==> config.mk <==
export PLATFORM = sky130hd
export DESIGN_NAME = qspi_flash_resp
export DESIGN_NICKNAME = d
export VERILOG_FILES = /design/src/rtl/qspi_pkg.sv /design/src/rtl/qspi_flash_resp.sv
export SDC_FILE = /design/constraint.sdc
export NUM_CORES = 1
export LEC_CHECK = 0
export BUFFER_PORTS_ARGS = -buffer_cell sky130_fd_sc_hd__buf_4
export CAP_MARGIN = 25
export CORE_ASPECT_RATIO = 0.6
export CORE_MARGIN = 2
export CORE_UTILIZATION = 60
export DETAILED_ROUTE_END_ITERATION = 12
export HOLD_SLACK_MARGIN = 0.1
export PLACE_DENSITY = 0.8
export SLEW_MARGIN = 30
export SYNTH_ARGS = -nofsm -noshare
export SYNTH_HDL_FRONTEND = slang
export SYNTH_SLANG_ARGS = --single-unit
==> constraint.sdc <==
create_clock -name h_clk -period 3.9 [get_ports h_clk]
set_input_delay 0.78 -clock h_clk [delete_from_list [all_inputs] [get_ports h_clk]]
set_output_delay 0.78 -clock h_clk [all_outputs]
set_load 0.01 [all_outputs]
==> src/rtl/qspi_pkg.sv <==
// Shared definitions for the QSPI flash responder: command codes, FSM states
// and status register bit positions.
package qspi_pkg;

  localparam logic [7:0] CMD_WREN = 8'h06;
  localparam logic [7:0] CMD_EN4B = 8'hB7;
  localparam logic [7:0] CMD_RDSR = 8'h05;
  localparam logic [7:0] CMD_READ = 8'h03;
  localparam logic [7:0] CMD_FAST = 8'h0B;
  localparam logic [7:0] CMD_QIOR = 8'hEB;
  localparam logic [7:0] CMD_PP   = 8'h02;
  localparam logic [7:0] CMD_QPP  = 8'h38;

  typedef enum logic [2:0] {
    ST_IDLE,
    ST_CMD,
    ST_ADDR,
    ST_DUMMY,
    ST_RD_DATA,
    ST_WR_DATA,
    ST_STATUS,
    ST_IGNORE
  } resp_state_e;

  localparam int STAT_WIP = 0;
  localparam int STAT_WEL = 1;
  localparam int STAT_ADS = 5;

endpackage

==> src/rtl/qspi_flash_resp.sv <==
// QSPI flash responder: oversamples the host link on h_clk, decodes the
// command/address/dummy/data phases and serves a byte-wide memory plus status.
module qspi_flash_resp
  import qspi_pkg::*;
#(
  parameter int MEM_AW    = 16,
  parameter int DUMMY_CYC = 6,
  parameter int PROG_CYC  = 64
) (
  input  logic              h_clk,
  input  logic              h_rst,
  input  logic              sclk_in,
  input  logic              cs_n_in,
  input  logic [3:0]        io_in,
  output logic [3:0]        io_out,
  output logic [3:0]        io_oe,
  output logic [MEM_AW-1:0] mem_addr,
  output logic              mem_re,
  input  logic [7:0]        mem_rdata,
  output logic              mem_we,
  output logic [7:0]        mem_wdata,
  output logic [7:0]        status_out
);

  localparam int WCW = $clog2(PROG_CYC + 1);

  logic [1:0] sclk_sync, cs_sync;
  logic       sclk_d, cs_d;
  logic       sclk_s, cs_n_s, rise, fall, cs_fall;

  resp_state_e state, state_nx;
  logic [5:0]  cnt, cnt_inc;
  logic [31:0] sr, sr_nx;
  logic [7:0]  cmd_byte, sh_out, nxt_byte;
  logic        quad, is_fast, is_prog, rd_pend, rd_to_sh;
  logic [2:0]  st_idx;
  logic        wel, ads, wip, written;
  logic [WCW-1:0] wip_cnt;
  logic        cmd_done, addr_done, dummy_done, wr_byte;

  always_ff @(posedge h_clk or posedge h_rst) begin
    if (h_rst) begin
      sclk_sync <= 2'b00;
      sclk_d    <= 1'b0;
      cs_sync   <= 2'b11;
      cs_d      <= 1'b1;
    end else begin
      sclk_sync <= {sclk_sync[0], sclk_in};
      sclk_d    <= sclk_s;
      cs_sync   <= {cs_sync[0], cs_n_in};
      cs_d      <= cs_n_s;
    end
  end

  // sclk edges are masked while cs_n is high so a simultaneous cs_n rise wins
  assign sclk_s  = sclk_sync[1];
  assign cs_n_s  = cs_sync[1];
  assign rise    = sclk_s & ~sclk_d & ~cs_n_s;
  assign fall    = ~sclk_s & sclk_d & ~cs_n_s;
  assign cs_fall = ~cs_n_s & cs_d;

  assign cnt_inc    = cnt + (quad ? 6'd4 : 6'd1);
  assign sr_nx      = quad ? {sr[27:0], io_in} : {sr[30:0], io_in[0]};
  assign cmd_byte   = {sr[6:0], io_in[0]};
  assign cmd_done   = (state == ST_CMD) && rise && (cnt == 6'd7);
  assign addr_done  = (state == ST_ADDR) && rise && (cnt_inc == (ads ? 6'd32 : 6'd24));
  assign dummy_done = (state == ST_DUMMY) && rise && (cnt == 6'(DUMMY_CYC - 1));
  assign wr_byte    = (state == ST_WR_DATA) && rise && (cnt_inc == 6'd8);

  assign status_out = {2'b00, ads, 3'b000, wel, wip};

  always_ff @(posedge h_clk or posedge h_rst) begin
    if (h_rst) state <= ST_IDLE;
    else       state <= state_nx;
  end

  always_comb begin
    state_nx = state;
    if (cs_n_s) begin
      state_nx = ST_IDLE;
    end else begin
      case (state)
        ST_IDLE:  if (cs_fall) state_nx = ST_CMD;
        ST_CMD: begin
          if (cmd_done) begin
            if (wip && (cmd_byte != CMD_RDSR)) state_nx = ST_IGNORE;
            else begin
              case (cmd_byte)
                CMD_RDSR: state_nx = ST_STATUS;
                CMD_READ, CMD_FAST, CMD_QIOR, CMD_PP, CMD_QPP: state_nx = ST_ADDR;
                default:  state_nx = ST_IGNORE;
              endcase
            end
          end
        end
        ST_ADDR: begin
          if (addr_done) begin
            if (is_prog)      state_nx = ST_WR_DATA;
            else if (is_fast) state_nx = ST_DUMMY;
            else              state_nx = ST_RD_DATA;
          end
        end
        ST_DUMMY: if (dummy_done) state_nx = ST_RD_DATA;
        default:  state_nx = state;
      endcase
    end
  end

  always_ff @(posedge h_clk or posedge h_rst) begin
    if (h_rst) begin
      io_out    <= 4'h0;
      io_oe     <= 4'h0;
      mem_addr  <= '0;
      mem_re    <= 1'b0;
      mem_we    <= 1'b0;
      mem_wdata <= 8'h00;
      cnt       <= 6'd0;
      sr        <= 32'd0;
      sh_out    <= 8'h00;
      nxt_byte  <= 8'h00;
      quad      <= 1'b0;
      is_fast   <= 1'b0;
      is_prog   <= 1'b0;
      rd_pend   <= 1'b0;
      rd_to_sh  <= 1'b0;
      st_idx    <= 3'd0;
      wel       <= 1'b0;
      ads       <= 1'b0;
      wip       <= 1'b0;
      written   <= 1'b0;
      wip_cnt   <= '0;
    end else begin
      mem_re  <= 1'b0;
      mem_we  <= 1'b0;
      rd_pend <= mem_re;
      if (wip) begin
        if (wip_cnt <= WCW'(1)) wip <= 1'b0;
        wip_cnt <= wip_cnt - WCW'(1);
      end
      // page-wrapping advance once the write strobe has been seen by memory
      if (mem_we) mem_addr[7:0] <= mem_addr[7:0] + 8'd1;

      if (cs_n_s) begin
        io_oe  <= 4'h0;
        io_out <= 4'h0;
        cnt    <= 6'd0;
        if ((state == ST_WR_DATA) && wel && written) begin
          wel     <= 1'b0;
          wip     <= 1'b1;
          wip_cnt <= WCW'(PROG_CYC);
        end
        written <= 1'b0;
      end else begin
        case (state)
          ST_IDLE: begin
            cnt   <= 6'd0;
            sr    <= 32'd0;
            quad  <= 1'b0;
            io_oe <= 4'h0;
          end
          ST_CMD: begin
            if (rise) begin
              sr  <= sr_nx;
              cnt <= cnt_inc;
            end
            if (cmd_done) begin
              cnt     <= 6'd0;
              sr      <= 32'd0;
              st_idx  <= 3'd0;
              quad    <= (cmd_byte == CMD_QIOR) || (cmd_byte == CMD_QPP);
              is_fast <= (cmd_byte == CMD_FAST) || (cmd_byte == CMD_QIOR);
              is_prog <= (cmd_byte == CMD_PP) || (cmd_byte == CMD_QPP);
              if (!wip && (cmd_byte == CMD_WREN)) wel <= 1'b1;
              if (!wip && (cmd_byte == CMD_EN4B)) ads <= 1'b1;
            end
          end
          ST_ADDR: begin
            if (rise) begin
              sr  <= sr_nx;
              cnt <= cnt_inc;
            end
            if (addr_done) begin
              cnt      <= 6'd0;
              mem_addr <= sr_nx[MEM_AW-1:0];
              written  <= 1'b0;
              if (!is_prog && !is_fast) begin
                mem_re   <= 1'b1;
                rd_to_sh <= 1'b1;
              end
            end
          end
          ST_DUMMY: begin
            if (rise) cnt <= cnt + 6'd1;
            if (dummy_done) begin
              cnt      <= 6'd0;
              mem_re   <= 1'b1;
              rd_to_sh <= 1'b1;
            end
          end
          ST_RD_DATA: begin
            // the first byte goes straight to the shifter; later ones are prefetched
            if (rd_pend) begin
              if (rd_to_sh) begin
                sh_out   <= mem_rdata;
                rd_to_sh <= 1'b0;
                mem_re   <= 1'b1;
                mem_addr <= mem_addr + MEM_AW'(1);
              end else begin
                nxt_byte <= mem_rdata;
              end
            end
            if (fall) begin
              if (quad) begin
                io_out <= sh_out[7:4];
                io_oe  <= 4'hF;
              end else begin
                io_out <= {2'b00, sh_out[7], 1'b0};
                io_oe  <= 4'b0010;
              end
              if (cnt_inc == 6'd8) begin
                cnt      <= 6'd0;
                sh_out   <= nxt_byte;
                mem_re   <= 1'b1;
                mem_addr <= mem_addr + MEM_AW'(1);
              end else begin
                cnt    <= cnt_inc;
                sh_out <= quad ? {sh_out[3:0], 4'h0} : {sh_out[6:0], 1'b0};
              end
            end
          end
          ST_WR_DATA: begin
            if (rise) begin
              sr  <= sr_nx;
              cnt <= cnt_inc;
            end
            if (wr_byte) begin
              cnt <= 6'd0;
              if (wel) begin
                mem_we    <= 1'b1;
                mem_wdata <= sr_nx[7:0];
                written   <= 1'b1;
              end
            end
          end
          ST_STATUS: begin
            if (fall) begin
              io_out <= {2'b00, status_out[3'd7 - st_idx], 1'b0};
              io_oe  <= 4'b0010;
              st_idx <= st_idx + 3'd1;
            end
          end
          default: io_oe <= 4'h0;
        endcase
      end
    end
  end

endmodule

# After elaboration in Yosys (flattened, before gate mapping)
# Index checks and enable logic that the tools add are counted.
# W data, S select, Z words.
[op_classes]
order_cmp = 2
n_addsub = 7
reduce_logical = 54
bitwise_logic = 9
eq_ne = 36
mux = 91
[ops]
columns = ["cell", "count"]
rows = [
  ["$mux W32", 3],
  ["$pmux W32 S3", 1],
  ["$mux W16", 5],
  ["$mux W6", 10],
  ["$mux W8", 7],
  ["$pmux W6 S6", 1],
  ["$mux W3", 11],
  ["$mux W4", 8],
  ["$pmux W16 S2", 1],
  ["$mux W1", 31],
  ["$reduce_and A4 Y1", 7],
  ["$ne A3 B3 Y1 const B", 8],
  ["$mux W7", 3],
  ["$reduce_and A3 Y1", 6],
  ["$add A16 B1 Y16 const B", 1],
  ["$eq A8 B2 Y1 const B", 2],
  ["$eq A8 B3 Y1 const B", 2],
  ["$eq A8 B8 Y1 const B", 2],
  ["$reduce_bool A2 Y1", 8],
  ["$logic_and A1 B1 Y1", 14],
  ["$eq A6 B3 Y1 const B", 2],
  ["$pmux W3 S2", 2],
  ["$pmux W3 S4", 1],
  ["$pmux W4 S3", 1],
  ["37 further kinds", 62],
]
[word_totals]
in_bits = 16
regBits = 116
wordCells = 226

# Depth between registers and ports, before layout
[logic_depth]
ltp_word = 8
mapped_depth = 12

# Worst setup path before layout
# OpenSTA, ideal clock, no wires.
[synth_path]
path_kind = "register to register"
start = "reg quad"
end = "reg mem_addr[12]"
stages_incl_launch_ff = 11
period_less_slack_ns = 2.955
path_slack_ns = 0.945
arrival_ns = 2.829
path_buffers = 1
setup_ns = 0.126
cell_sequence = "dfrtp_1 -> clkbuf_1 -> inv_1 -> ha_1 -> ha_1 -> xnor2_1 -> nand3_1 -> or4_4 -> a211oi_4 -> a21oi_1 -> o32a_1"
[synth_between]
elab_chain_len = 6
elab_cells_between_ends = 12
classes_between = "add/sub (1); eq/ne (3); mux (6); reduce/logical (2)"
[synth_lines]
columns = ["item", "line_no", "text"]
rows = [
  ["start: declaration", "qspi_flash_resp.sv:35", "logic quad, is_fast, is_prog, rd_pend, rd_to_sh;"],
  ["start signal: assignment", "qspi_flash_resp.sv:170", "quad <= (cmd_byte == CMD_QIOR) || (cmd_byte == CMD_QPP);"],
  ["$mux W3", "qspi_flash_resp.sv:62", "assign cnt_inc = cnt + (quad ? 6'd4 : 6'd1);"],
  ["$add A6 B3 Y6", "qspi_flash_resp.sv:62", ""],
  ["$eq A6 B4 Y1 / $eq A6 B6 Y1 (equally long branches)", "qspi_flash_resp.sv:220, qspi_flash_resp.sv:66", ""],
  ["$mux W16 / $logic_and A1 B1 Y1 (equally long branches)", "qspi_flash_resp.sv:220, qspi_flash_resp.sv:66", ""],
  ["$mux W16 / $ne A2 B2 Y1 (equally long branches)", "-", ""],
  ["$pmux W16 S2 / $reduce_and A3 Y1 (equally long branches)", "-", ""],
  ["end signal: assignment", "qspi_flash_resp.sv:184", "mem_addr <= sr_nx[MEM_AW-1:0];"],
  ["end signal: assignment", "qspi_flash_resp.sv:207", "mem_addr <= mem_addr + MEM_AW'(1);"],
  ["end signal: assignment", "qspi_flash_resp.sv:224", "mem_addr <= mem_addr + MEM_AW'(1);"],
  ["end: declaration", "qspi_flash_resp.sv:17", "output logic [MEM_AW-1:0] mem_addr,"],
]
# Parallel ways exist; a longest one is shown, timed or not. The select of a mux whose other input is x is not followed.
# A chain may end at the register's enable or synchronous reset.

# Final worst setup path
[layout_path]
start = "reg cnt[2]"
end = "reg cnt[5]"
[layout_between]
elab_chain_len = 6
elab_cells_between_ends = 22
classes_between = "add/sub (2); eq/ne (5); mux (10); reduce/logical (5)"
[layout_lines]
columns = ["item", "line_no", "text"]
rows = [
  ["start: declaration", "qspi_flash_resp.sv:32", "logic [5:0] cnt, cnt_inc;"],
  ["start signal: assignment", "qspi_flash_resp.sv:164", "cnt <= cnt_inc;"],
  ["start signal: assignment", "qspi_flash_resp.sv:180", "cnt <= cnt_inc;"],
  ["start signal: assignment", "qspi_flash_resp.sv:193", "if (rise) cnt <= cnt + 6'd1;"],
  ["$add A6 B3 Y6", "qspi_flash_resp.sv:62", ""],
  ["$eq A6 B4 Y1 / $eq A6 B6 Y1 (equally long branches)", "qspi_flash_resp.sv:68, qspi_flash_resp.sv:220, qspi_flash_resp.sv:66", ""],
  ["$mux W6 (tied with other cells)", "qspi_flash_resp.sv:220", "if (cnt_inc == 6'd8) begin"],
  ["$mux W6 (on tied branches)", "qspi_flash_resp.sv:212, qspi_flash_resp.sv:182, qspi_flash_resp.sv:236", ""],
  ["$pmux W6 S6", "qspi_flash_resp.sv:154", "case (state)"],
  ["$mux W6", "qspi_flash_resp.sv:143", "if (cs_n_s) begin"],
]
# Parallel ways exist; a longest one is shown, timed or not. The select of a mux whose other input is x is not followed.

==> qor.log <==
qor: timing.final-hold-violation-count 0
qor: timing.timing_worst_slew_pin_value 0.917 ns
qor: worst_setup_path.crit_arrival 3.58 ns
qor: drt.detail_route.wl_per_cell 19.2 µm
qor: floorplanning.design.die.area 0.0105 mm²
qor: placement.placedCellCount 798
qor: global_routing.first_global_vias 4896
qor: timing.finalSetupViolCount 0
qor: worst_hold_path.worst_hold_startpoint cs_sync[0]
qor: yosys.synth_most_common_cell dfrtp_1
qor: power_and_ir_drop.p_per_area 329 mW/mm²
qor: yosys.yosysUniqueCellTypes 80
qor: yosys.yosysSeqAreaShare 0.417
qor: clock_network.numCtsBuffers 9
qor: clock_network.cts_tree built
qor: worst_setup_path.rr_startpoint cnt[2]
qor: power_and_ir_drop.sw_frac_of_total 0.277
qor: yosys.netlist.area_leader.share 0.404
qor: yosys.synth_warnings 0
qor: layout.design.final.nets 704
qor: yosys.synth.cells.most_frequent 94 x dfrtp_1, 69 x nand2_1, 61 x o21ai_0
qor: floorplanning.placement_rows 27
qor: global_routing.globalRoute.totalOverflow 0
qor: timing.report.final.slew_viol_count 0
qor: clock_network.insertion_delay 0.35 ns
qor: clock_network.post_cts.resized_instances 0
qor: layout.post_route_cells_drive_above_1_share 0.170
qor: yosys.synth-edff-count 0
qor: clock_network.cts_sinks 97
qor: placement.port_buffers 52
qor: clock_network.cts_root_buf clkbuf_16
qor: worst_setup_path.path_delay_family compound AO/OA/AOI/OAI gates
qor: floorplanning.floorplan.die.height 80.4 µm
qor: worst_setup_path.crit_slowest_cell a31oi_2
qor: timing.layout_worst_path_cycle_share 0.856
qor: power_and_ir_drop.worst_ir_drop_on_vdd 0.283 mV
qor: placement.routabilityCongestion 0.940
qor: layout.final.fill_count 734
qor: timing.final.setup_skew 0.00816 ns
qor: power_and_ir_drop.power.net_switching 597 µW
qor: worst_setup_path.timing.critical_path.from_type register
qor: worst_setup_path.crit_type reg -> reg
qor: drt.vias_per_cell 6.51
qor: timing.post-route-min-period 3.34 ns
qor: layout.fin_cells 814
qor: floorplanning.core_region_area 0.00929 mm²
qor: yosys.syn_area 0.00583 mm²
qor: global_routing.maximum_number_of_pins_on_one_net_before_global_route_repair 88
qor: clock_network.post-cts-setup-buffers 0
qor: worst_setup_path.path_max_fanout 12
qor: yosys.share_of_flip_flops_with_an_asynchronous_set_or_reset_after_synthesis 1.00
qor: worst_setup_path.startpoint_of_the_worst_setup_timing_path cnt[2]
qor: drt.drt_drc_violations_left 0
qor: power_and_ir_drop.power.share.sequential 0.502
qor: placement.detailed_place_hpwl 10.9 mm
qor: global_routing.grt.total_usage 0.307
qor: layout.multi_input_comb_area 0.00311 mm²
qor: timing.fmaxAchievable 0.300 GHz
qor: worst_setup_path.critical_path_required 4.14 ns
qor: drt.finalWirelength 15.6 mm
qor: clock_network.cts_htree_levels 3
qor: floorplanning.initial_cell_density_of_the_core 0.627
qor: worst_setup_path.critPathCaptureType register
qor: yosys.yosys_register_bits 97
qor: flow_run.max_cap_violations 0
qor: worst_setup_path.cp_num_buf_inv 0
qor: timing.setup_tns 0 ns
qor: layout.final_area 0.00655 mm²
qor: yosys.synthDominantAreaCellType dfrtp_1
qor: yosys.synthesized_netlist_cell_count 649
qor: yosys.synth.area.top_cells dfrtp_1 40%, o21ai_0 5.2%, mux2i_1 4.5%
qor: power_and_ir_drop.comb_power_share 0.091
qor: clock_network.clkTransAtPathRegs 0.07 ns
qor: layout.sequential_standard_cell_area 0.00243 mm²
qor: power_and_ir_drop.total_internal_power 1560 µW
qor: floorplanning.chipWidth 131 µm
qor: timing.max_slew_margin_vs_limit 0.386
qor: layout.num_antenna_cells 0
qor: global_routing.grt_antenna_before_repair 0
qor: clock_network.cts-hold-fix-buffers 0
qor: worst_hold_path.min-delay-path-class reg -> reg
qor: floorplanning.design.portCount 58
qor: layout.syn_to_final_growth 12.3%
qor: yosys.post_synth.cell_area_avg 8.98 µm²
qor: power_and_ir_drop.power.share.clock 0.407
qor: timing.rsz0062_at_grt false
qor: clock_network.cts_buffer_depth 2
qor: worst_setup_path.critical_path.cell_chain ha_1 > a31o_4 > xnor2_2 > or3_1 > a31oi_2 > nand2_1 > a31o_2 > a21bo_2
qor: layout.post-route-util 0.705
qor: power_and_ir_drop.power.static_leakage 0.00268 µW
qor: outcome.outcome complete, no violations
qor: drt.detail-route-antenna-nets 0
qor: drt.dr.first_iter.drc_count 618
qor: worst_setup_path.cp_slowest_stage_delay 0.64 ns
qor: drt.drt_first_pass_iters 5
qor: drt.dr_total_vias 5302
qor: placement.dpl_cell_area 0.00626 mm²
qor: global_routing.grt_first_pass_wirelength 25.7 mm
qor: yosys.synth_top_flop_cell dfrtp_1
## registers in the layout (all words and copies together), names as in the netlist, 2 cells and up
signal     cells
wip_cnt        7
mem_addr      16
io_oe          2
cs_sync        2
sr            15
sh_out         8
cnt            6
st_idx         3
sclk_sync      2
mem_wdata      8
nxt_byte       8
io_out         4
state          3
## power groups by stage
stage / clock [µW] / combinational, µW / sequential [µW]
after floorplan: 0 / 146 / 1080
after global placement: 0 / 187 / 1100
after detailed placement: 0 / 193 / 1100
after CTS: 880 / 195 / 1080
after global routing: 921 / 221 / 1090
final: 877 / 197 / 1080
## metal layers
layer  vias up  track usage  part of all wire
li1       2437            -                 -
met1      2600        0.467              0.48
met2       255        0.462              0.44
met3        10       0.0562             0.074
met4         0       0.0609            0.0082
met5         -            0                 0
## area by class of cell
cell class / instances / share of cell area
Multi-Input combinational cell: 488 / 0.476
Tap cell: 130 / 0.0248
Clock inverter: 6 / 0.00917
Clock buffer: 10 / 0.0350
Sequential cell: 97 / 0.371
Timing Repair Buffer: 62 / 0.0711
Inverter: 21 / 0.0128
## worst register-to-register path: stages (launching register included)
cell     delay (ns)
dfrtp_1        0.47
ha_1           0.41
a31o_4         0.28
xnor2_2        0.21
or3_1          0.41
a31oi_2        0.64
nand2_1        0.30
a31o_2         0.31
a21bo_2        0.20
## kinds of logic (layout without fill, tap and decap cells)
family          after synthesis  after routing  share of synthesized area
flops                        97             97                      0.417
xor+xnor                     10             10                     0.0163
simple gates                234            234                      0.203
other cells                   1              5                   0.000643
mux                          36             36                     0.0640
buf+inv                      68             99                     0.0522
fa+ha+maj                     9              9                     0.0193
compound gates              194            194                      0.228
## cells in the final DEF (no fill, tap or decap), types with 5 or more instances in the layout
| master | count |
|---|---|
| a211oi_1 | 18 |
| a21oi_1 | 32 |
| a22o_1 | 5 |
| a31oi_1 | 6 |
| and2_1 | 5 |
| and3_1 | 6 |
| buf_4 | 62 |
| clkbuf_16 | 9 |
| conb_1 | 5 |
| dfrtp_1 | 94 |
| ha_1 | 9 |
| inv_1 | 20 |
| mux2_2 | 10 |
| mux2i_1 | 26 |
| nand2_1 | 69 |
| nand3_1 | 25 |
| nand4_1 | 5 |
| nor2_1 | 59 |
| nor2b_1 | 8 |
| nor3_1 | 18 |
| nor3b_1 | 5 |
| o211ai_1 | 6 |
| o21ai_0 | 61 |
| o22ai_1 | 5 |
| o311ai_0 | 6 |
| or3_1 | 5 |
| xnor2_1 | 5 |
## metrics by stage
stage | hold slack [ns] | total power (µW) | setup slack [ns]
after floorplan | 0.331 | 1220 | 0.591
after global placement | 0.340 | 1280 | 0.725
after detailed placement | 0.343 | 1290 | 0.642
after CTS | 0.360 | 2150 | 0.624
after global routing | 0.365 | 2230 | 0.415
final | 0.359 | 2150 | 0.563
## final timing paths
| kind | endpoint | slack (ns) | depth (start not counted) |
|---|---|---|---|
| max | cnt[5] | 0.56 | 8 |
| min | cs_sync[1] | 0.36 | 0 |
| max reg2reg | cnt[5] | 0.56 | 8 |
| min reg2reg | cs_sync[1] | 0.36 | 0 |
| max in group asynchronous | sh_out[6] | 2.69 | 3 |
| min in group asynchronous | mem_wdata[2] | 0.59 | 2 |
No activity file was read; power rests on OpenSTA's default activity.
